===== config.mk =====
export PLATFORM = sky130hd
export DESIGN_NAME = adaptive_filter_inverse
export DESIGN_NICKNAME = d
export VERILOG_FILES = /design/src/rtl/adaptive_filter_pkg.sv /design/src/rtl/adaptive_filter_inverse.sv
export SDC_FILE = /design/constraint.sdc
export NUM_CORES = 1
export LEC_CHECK = 0
export BUFFER_PORTS_ARGS = -buffer_cell sky130_fd_sc_hd__buf_2
export CAP_MARGIN = 20
export CORE_MARGIN = 2
export CORE_UTILIZATION = 60
export CTS_CLUSTER_DIAMETER = 60
export DETAILED_ROUTE_END_ITERATION = 6
export GPL_ROUTABILITY_DRIVEN = 0
export PLACE_DENSITY = 0.82
export SETUP_SLACK_MARGIN = 0.1
export SLEW_MARGIN = 20
export SYNTH_ARGS = -nofsm -noshare
export SYNTH_HDL_FRONTEND = slang
export SYNTH_SLANG_ARGS = --single-unit

===== constraint.sdc =====
create_clock -name clk -period 5.37 [get_ports clk]
set_input_delay 0.2685 -clock clk [delete_from_list [all_inputs] [get_ports clk]]
set_output_delay 0.2685 -clock clk [all_outputs]
set_load 0.03 [all_outputs]

===== src/rtl/adaptive_filter_pkg.sv =====
// ---------------------------------------------------------------------------
// adaptive_filter_pkg
//   Definitions shared by the forward adaptive filter and its inverse:
//   default sample format (Q8.6), the sample type, and the filter mode
//   encoding carried on the ctrl pin.
// ---------------------------------------------------------------------------
package adaptive_filter_pkg;

   localparam int AF_WORDLENGTH        = 14;
   localparam int AF_FRACTIONAL_LENGTH = 6;

   typedef logic signed [AF_WORDLENGTH-1:0] sample_t;

   // Mode of the forward filter: DIFF = first difference, INTEG = integrator.
   typedef enum logic {
      DIFF  = 1'b0,
      INTEG = 1'b1
   } filter_mode_t;

endpackage


===== src/rtl/adaptive_filter_inverse.sv =====
// ---------------------------------------------------------------------------
// adaptive_filter_inverse
//   Undoes the forward adaptive filter sample-by-sample. With ctrl = DIFF the
//   forward block differentiated, so this block integrates; with ctrl = INTEG
//   it takes the first difference. Arithmetic wraps in WORDLENGTH bits so the
//   forward/inverse cascade is bit-exact.
//
// Ports
//   clk       in   clock, rising edge
//   srst      in   synchronous active-high reset
//   ctrl      in   forward-filter mode being undone (0 DIFF, 1 INTEG)
//   s_tdata   in   signed input sample
//   s_tvalid  in   input sample valid
//   s_tready  out  input accepted this cycle
//   m_tdata   out  reconstructed sample
//   m_tvalid  out  output sample valid
//   m_tready  in   downstream accepts output
// ---------------------------------------------------------------------------
module adaptive_filter_inverse
   import adaptive_filter_pkg::*;
#(
   parameter int WORDLENGTH        = AF_WORDLENGTH,
   parameter int FRACTIONAL_LENGTH = AF_FRACTIONAL_LENGTH
) (
   input  logic                  clk,
   input  logic                  srst,
   input  logic                  ctrl,
   input  logic [WORDLENGTH-1:0] s_tdata,
   input  logic                  s_tvalid,
   output logic                  s_tready,
   output logic [WORDLENGTH-1:0] m_tdata,
   output logic                  m_tvalid,
   input  logic                  m_tready
);

   if (FRACTIONAL_LENGTH < 0 || FRACTIONAL_LENGTH >= WORDLENGTH) begin : g_bad_format
      $error("FRACTIONAL_LENGTH must lie in [0, WORDLENGTH-1]");
   end

   localparam logic [0:0] PRIME = 1'b0;
   localparam logic [0:0] RUN   = 1'b1;

   logic [0:0]                   state;
   logic                         ctrl_q;
   logic signed [WORDLENGTH-1:0] acc;
   logic signed [WORDLENGTH-1:0] x_prev;

   logic                         in_fire;
   logic                         ctrl_change;
   logic                         prime_eff;
   logic signed [WORDLENGTH-1:0] x_in;
   logic signed [WORDLENGTH-1:0] acc_eff;
   logic signed [WORDLENGTH-1:0] x_prev_eff;
   logic signed [WORDLENGTH-1:0] sum;
   logic signed [WORDLENGTH-1:0] y;
   filter_mode_t                 mode;

   assign s_tready    = !srst && (!m_tvalid || m_tready);
   assign in_fire     = s_tvalid && s_tready;
   assign ctrl_change = (ctrl != ctrl_q);
   assign mode        = filter_mode_t'(ctrl);
   assign x_in        = s_tdata;

   // A ctrl change acts as an immediate return to PRIME, so a sample arriving
   // on that same cycle already sees empty history under the new mode.
   always_comb begin
      prime_eff  = (state == PRIME) || ctrl_change;
      acc_eff    = prime_eff ? '0 : acc;
      x_prev_eff = prime_eff ? '0 : x_prev;
      sum        = acc_eff + x_in;
      y          = (mode == INTEG) ? (x_in - x_prev_eff) : sum;
   end

   always_ff @(posedge clk) begin
      if (srst) begin
         state    <= PRIME;
         ctrl_q   <= ctrl;
         acc      <= '0;
         x_prev   <= '0;
         m_tdata  <= '0;
         m_tvalid <= 1'b0;
      end else begin
         ctrl_q <= ctrl;

         // History always tracks both forms; whichever the mode ignores is
         // harmless because a mode change clears it.
         if (in_fire) begin
            state  <= RUN;
            acc    <= sum;
            x_prev <= x_in;
         end else if (ctrl_change) begin
            state  <= PRIME;
            acc    <= '0;
            x_prev <= '0;
         end

         if (in_fire) begin
            m_tdata  <= y;
            m_tvalid <= 1'b1;
         end else if (m_tready) begin
            m_tvalid <= 1'b0;
         end
      end
   end

endmodule


==> reports/results.txt, run 1 <==
Syn nets: 433
# IOs: 35
Arrival time worst endpoint: 3.45 ns
Ys Warns: 0
Unrepaired setup endpoints after global routing: false
Post-cts resize count: 0
Sequential-to-total area share from yosys stat: 29.84%
First-pass GRT wire length: 12.01 mm
HP Class: in2reg
# port buffers: 34
CTS tree: built
CTS buffer count: 5
Via count: 2,927
Share of cells above drive strength 1: 11.44%
Reg2reg start: state$_SDFFE_PP0P_
Pre-antenna DRT Iters: 6
Clk slew on worst S/H paths: 0.08 ns
Root Buffer: clkbuf_8
Number of flops mapped to enable cells by yosys: 0
Max-capacitance violation count: 0
Pre-CTS setup slack: 2.117 ns
Worst path slowest cell: dfxtp_1
Synth top area cells: dfxtp_1, ha_1, nor2_1, nand2_1, a22oi_1
Postcts setup bufs: 0
Ys flop type: dfxtp_1
Total track usage: 27.69%
Mapped Cells: 386
Post-DRT Antenna Nets: 0
Netlist Area Pre-Place: 3019 µm²
Outcome: finished, final reports clean
Worst-path fanout max: 16
Worst reg-to-reg path cell count: 9
Largest net degree at the start of global routing: 42
TNS Setup: 0 ns
Via/cell ratio: 6.123
Power Density: 229.0 nW/µm²
Die width: 74.94 µm
Max Clk Rate: 309.8 MHz
Wire per inst: 15.79 µm
Total grt overflow: 0
Detail Placement HPWL: 5.416 mm
Total wire length: 7.550 mm
Min Tclk post-route: 3.228 ns
Cells on Worst Hold Path: 3
Headroom to the max-slew limit: 28.47%
P_leak: 1.485 nW
Crit path required time: 5.59 ns
CTS Buffer Depth: 2
# diodes: 0
Area leader, netlist: dfxtp_1
Setup crit end kind: flip-flop
Hold path start: s_tvalid
Core Rows: 25
Setup violations, final: 0
Final hold vios: 0
Skew final: 0.007483 ns
Initial antenna violation count: 0
Post-synth cell types: 49
Reg2reg setup slack: 2.14 ns
Period utilization: 60.12%
Slew Limit Fails: 0
CP Class: reg2reg
Die ar.: 5615 µm²
Largest stage delay, worst path: 0.64 ns
Vias in the first global route: 2,575
Top-area cell type share of the netlist area: 29.84%
Layout Nets: 458
Max VDD drop: 0.1477 mV
Worst-Margin Slew: 1.073 ns
Post-Syn Area per Cell: 7.822 µm²
Synthesized flop and latch total: 45
Cts hold-fix bufs: 0
DR iter-0 viols: 243
Hold EP: m_tvalid$_SDFFE_PP0P_
Async SR Flop Fraction: 0%
Worst reg2reg endpoint: m_tdata[12]$_SDFFE_PP0P_
Clock Latency Late Sink: 0.30 ns
Num Clock Sinks: 45
Final Worst Setup Slack: 2.142 ns
Cells along the critical path: and2_1, nand2_1, ha_1, a21o_1, a211o_1, o21a_1, a311oi_1, xor2_1, a211oi_1
DRC Markers: 0
Die H: 74.94 µm
Core Box Area: 4786 µm²
Starting Density: 63.08%
Area delta synth->final: 9.283%
H-tree levels: 2
Startpoint class of the critical path: flip-flop
## cells in the mapped netlist (2+ instances only)
library cell	instances
a211oi_1	8
a21o_1	6
a21oi_1	29
a22oi_1	20
a311oi_1	4
a31oi_1	7
and2_1	5
and3_1	18
clkbuf_1	17
dfxtp_1	45
fa_1	2
ha_1	26
inv_1	12
mux2i_1	3
nand2_1	42
nand2b_1	5
nand3_1	2
nand4_1	3
nor2_1	55
nor2b_1	7
nor3_1	10
o21a_1	4
o21ai_0	13
o2bb2ai_1	2
xnor2_1	10
xor2_1	8
## layer usage
metal / vias to the layer above / global-route usage, % / share of wire [%] / wire, µm
met5: - / 0 / 0 / 0
met4: 0 / 9.921 / 2.3 / 175
met3: 20 / 3.347 / 7.3 / 551
met2: 140 / 44.44 / 46 / 3447
met1: 1340 / 38.38 / 45 / 3375
li1: 1427 / - / - / -
## kinds of logic (layout without fill, tap and decap cells)
logic type | after synthesis | in the layout | synth area share (%)
and+or+nand+nor | 154 | 154 | 23.46
AOI/OAI and AO/OA | 107 | 107 | 23.87
DFF | 45 | 45 | 29.84
buffers and inverters | 30 | 55 | 3.978
adders and majority gates | 28 | 28 | 12.10
xor gates and xnor gates | 19 | 19 | 5.761
muxes | 3 | 3 | 0.9947
## cell usage in the layout (no fill, tap or decap), types with 6 or more instances in the layout
| master | count |
|---|---|
| a21o_1 | 6 |
| nor3_1 | 10 |
| xor2_1 | 8 |
| clkbuf_8 | 6 |
| nand2_1 | 42 |
| nor2_1 | 55 |
| and3_1 | 18 |
| nor2b_1 | 7 |
| buf_2 | 34 |
| inv_1 | 12 |
| a31oi_1 | 7 |
| ha_1 | 26 |
| o21ai_0 | 13 |
| a21oi_1 | 29 |
| dfxtp_1 | 45 |
| a211oi_1 | 8 |
| xnor2_1 | 10 |
| a22oi_1 | 20 |
## final cells by class
| type | count | area, µm² |
|---|---|---|
| fillers | 410 | 1486 |
| multi-input cells | 311 | 1998 |
| flip-flops and latches | 45 | 900.9 |
| inverters | 12 | 45.04 |
| clock buffers | 7 | 86.33 |
| well taps | 67 | 83.83 |
| repair buffers | 36 | 185.2 |
## worst max path at each step
stage / slack [ns] / to / start
2_1_floorplan: 2.52 / m_tdata[12]$_SDFFE_PP0P_ / ctrl_q$_DFF_P_
3_3_place_gp: 2.21 / m_tdata[12]$_SDFFE_PP0P_ / ctrl
3_5_place_dp: 2.12 / m_tdata[12]$_SDFFE_PP0P_ / ctrl
4_1_cts: 2.18 / m_tdata[12]$_SDFFE_PP0P_ / state$_SDFFE_PP0P_
5_1_grt: 1.86 / m_tdata[11]$_SDFFE_PP0P_ / state$_SDFFE_PP0P_
6_report: 2.14 / m_tdata[12]$_SDFFE_PP0P_ / state$_SDFFE_PP0P_
## through the flow
step	std cells	total power (W)	utilization (%)	area, µm²	hold slack, ns
after floorplan	386	0.0004949	-	3019	0.2962
after global placement	471	0.0005404	67.14	3213	0.4378
after detailed placement	471	0.0005432	67.14	3213	0.4380
after CTS	478	0.0007550	68.94	3299	0.2080
after global routing	478	0.0007856	68.94	3299	0.2381
final	478	0.0007556	68.94	3299	0.2102
## power breakdown
group / internal (W) / switching (W) / leakage (nW)
combinational: 0.0000634 / 0.000115 / 1.07
sequential: 0.000351 / 0.0000103 / 0.368
clock: 0.000102 / 0.000114 / 0.0443
## critical path: cells and delay by family, from the launching register on
kind / cells / cell delay, ns
AOI/OAI and AO/OA: 5 / 1.28
xor gates and xnor gates: 1 / 0.11
and+or+nand+nor: 2 / 0.75
adders and majority gates: 1 / 0.36
DFF: 1 / 0.64
## registers in the layout, indices dropped and copies added (netlist names)
signal and cells:
m_tdata 14, state 1, m_tvalid 1, acc 14, ctrl_q 1, x_prev 14
No activity file was read; power rests on OpenSTA's default activity.
==> run 2, diff against run 1 <==
CORE_UTILIZATION = 53   (was 60)
PLACE_DENSITY = 0.76   (was 0.82)
clock period = 2.65 ns   (was 5.37 ns; I/O delays follow)
==> run 2 against run 1 <==
  * The flow now finishes with violations (negative setup slack)
  * Hold slack got worse by 0.13 ns
  * Via count increased by 6.3%
  * Clock-buffer cell count unchanged
  * Cell count increased by 6.9%
  * Wire length increased by 17%
  * Critical path type unchanged
  * Critical endpoint unchanged
==> reports/results.txt, run 2 (same netlist as run 1, synthesis figures left out) <==
Die ar.: 6316 µm² (+12%)
Max VDD drop: 0.2738 mV (+85%)
Num Clock Sinks: 45 (unchanged)
Die H: 79.48 µm (+6.1%)
Worst-Margin Slew: 0.4526 ns (-0.6204 ns)
Final Worst Setup Slack: -0.01934 ns (-2.161 ns)
CTS buffer count: 5 (unchanged)
Via/cell ratio: 6.090 (-0.55%)
Internal power: 0.001082 W (+110%)
Total track usage: 27.78% (+0.098 points)
Root Buffer: clkbuf_8
Die width: 79.48 µm (+6.1%)
Wire per inst: 17.26 µm (+9.3%)
Vias in the first global route: 2,877 (+12%)
Reg power frac: 44.8% (-3.0 points)
# IOs: 35 (unchanged)
Power Density: 432.5 nW/µm² (+89%)
Outcome: complete, but fails checks
CTS Buffer Depth: 2 (unchanged)
CTS tree: built
Post-Layout Cell Count: 511 (+6.9%)
Largest delay share family, worst path: compound AO/OA/AOI/OAI gates
Total wire length: 8.819 mm (+17%)
Arrival time worst endpoint: 2.90 ns (-0.55 ns)
Worst-path fanout max: 5 (-11)
Worst path slowest cell: fa_2
Core Box Area: 5507 µm² (+15%)
Clock Latency Late Sink: 0.31 ns (about the same)
Worst reg-to-reg path cell count: 13 (+4)
Failing checks: negative setup slack
Placed cell count: 494 (+4.9%)
Period utilization: 100.7% (+41 points)
HP Class: in2reg
Cts hold-fix bufs: 0 (unchanged)
Headroom to the max-slew limit: 69.82% (+41 points)
Largest registers: acc (14), m_tdata (14), x_prev (14)
Max-capacitance violation count: 0 (unchanged)
Share of cells above drive strength 1: 26.88% (+15 points)
Total grt overflow: 0 (unchanged)
Sw Ratio: 33.53% (+1.9 points)
Setup violations, final: 3 (+3)
P_sw: 0.0005457 W (+130%)
Pre-CTS setup slack: -0.07704 ns (-2.194 ns)
Pre-antenna DRT Iters: 5 (-1)
First-pass GRT wire length: 13.85 mm (+15%)
Detail Placement HPWL: 6.044 mm (+12%)
Largest stage delay, worst path: 0.35 ns (-0.29 ns)
Min Tclk post-route: 2.669 ns (-0.5589 ns)
Area delta synth->final: 24.66%
Starting Density: 54.83% (-8.3 points)
Clock group share of total power: 27.2% (-1.4 points)
Cells on Worst Hold Path: 3 (unchanged)
Startpoint class of the critical path: flip-flop
Setup crit end kind: flip-flop
Skew final: 0.003549 ns (-0.003934 ns)
Post-DRT Antenna Nets: 0 (unchanged)
P_leak: 1.660 nW (+12%)
Max Clk Rate: 374.6 MHz (+21%)
CP Depth: 13 (+4)
Initial antenna violation count: 0 (unchanged)
DR iter-0 viols: 320 (+32%)
CP Class: reg2reg
Final hold vios: 0 (unchanged)
H-tree levels: 2 (unchanged)
DRC Markers: 0 (unchanged)
Worst path bufs/invs: 2 (+2)
Slew Limit Fails: 0 (unchanged)
Unrepaired setup endpoints after global routing: true
# diodes: 0 (unchanged)
Layout Nets: 485 (+5.9%)
Most frequent cells in the layout: nor2_1, dfxtp_1, nand2_1, buf_2, buf_4
Core Rows: 27 (+8.0%)
Commonest non-fill, non-tap cell in the layout: nor2_1
Crit path required time: 2.88 ns (-2.71 ns)
Clk slew on worst S/H paths: 0.09 ns (about the same)
Largest net degree at the start of global routing: 41 (-2.4%)
Via count: 3,112 (+6.3%)
Cells along the critical path: xnor2_2, buf_4, and3_4, ha_4, inv_2, fa_2, nor2b_2, o31a_1, o31ai_2, a21oi_1, xor2_1, nor2_1, a211oi_1
# port buffers: 34 (unchanged)
Gate power share: 28.0% (+4.3 points)
[run 2: power by group through the flow]
stage               Combinational (W)  Sequential [W]  Clock [W]
floorplan                    0.000237        0.000771          0
finish                       0.000456        0.000729   0.000442
global route                 0.000494        0.000733   0.000468
CTS                          0.000415        0.000728   0.000440
detailed placement           0.000396        0.000744          0
global placement             0.000388        0.000743          0
[run 2: per-stage QoR]
| step | instance area [µm²] | total power (W) | TNS, ns | util [%] | hold WS (ns) |
|---|---|---|---|---|---|
| after global placement | 3393 | 0.001131 | 0 | 61.62 | 0.3686 |
| after floorplan | 3050 | 0.001008 | 0 | - | 0.1602 |
| after global routing | 3764 | 0.001694 | -1.111 | 68.35 | 0.1291 |
| after CTS | 3602 | 0.001583 | 0 | 65.42 | 0.07933 |
| after detailed placement | 3393 | 0.001140 | -0.1976 | 61.62 | 0.3971 |
| final | 3764 | 0.001628 | -0.03406 | 68.35 | 0.08487 |
[run 2: worst register-to-register path, delay by kind of cell (launching register included)]
family / cells / cell delay [ns]
and+or+nand+nor: 3 / 0.44
AOI/OAI and AO/OA: 4 / 0.73
DFF: 1 / 0.33
adders and majority gates: 2 / 0.49
xor gates and xnor gates: 2 / 0.39
buffers and inverters: 2 / 0.21
[run 2: path summary, 6_finish.rpt]
check / from / endpoint / slack [ns]
max: ctrl_q$_DFF_P_ / m_tdata[12]$_SDFFE_PP0P_ / -0.02
min: s_tvalid / m_tvalid$_SDFFE_PP0P_ / 0.08
max reg2reg: ctrl_q$_DFF_P_ / m_tdata[12]$_SDFFE_PP0P_ / -0.02
min reg2reg: m_tdata[0]$_SDFFE_PP0P_ / m_tdata[0]$_SDFFE_PP0P_ / 0.45
[run 2: area by class of cell]
type / instances / area, µm²
Inverter: 12 / 45.04
Clock buffer: 7 / 76.32
Clock inverter: 1 / 7.507
Sequential cell: 45 / 902.1
Multi-Input combinational cell: 311 / 2222
Timing Repair Buffer: 63 / 420.4
Tap cell: 72 / 90.09
Fill cell: 441 / 1743
[run 2: metal layers]
metal	global-route usage [%]	up-vias	wire length, µm
li1	-	1488	-
met1	38.47	1471	4033
met2	44.20	131	3993
met3	4.412	22	597
met4	8.793	0	194
met5	0	-	0
[run 2: repair_timing]
item                                   in CTS  in global routing
setup buffers                               5                  3
pin swaps                                  11                 20
resized for setup                          22                 27
setup endpoints to repair                  10                 17
endpoints found under the hold margin       0                  0
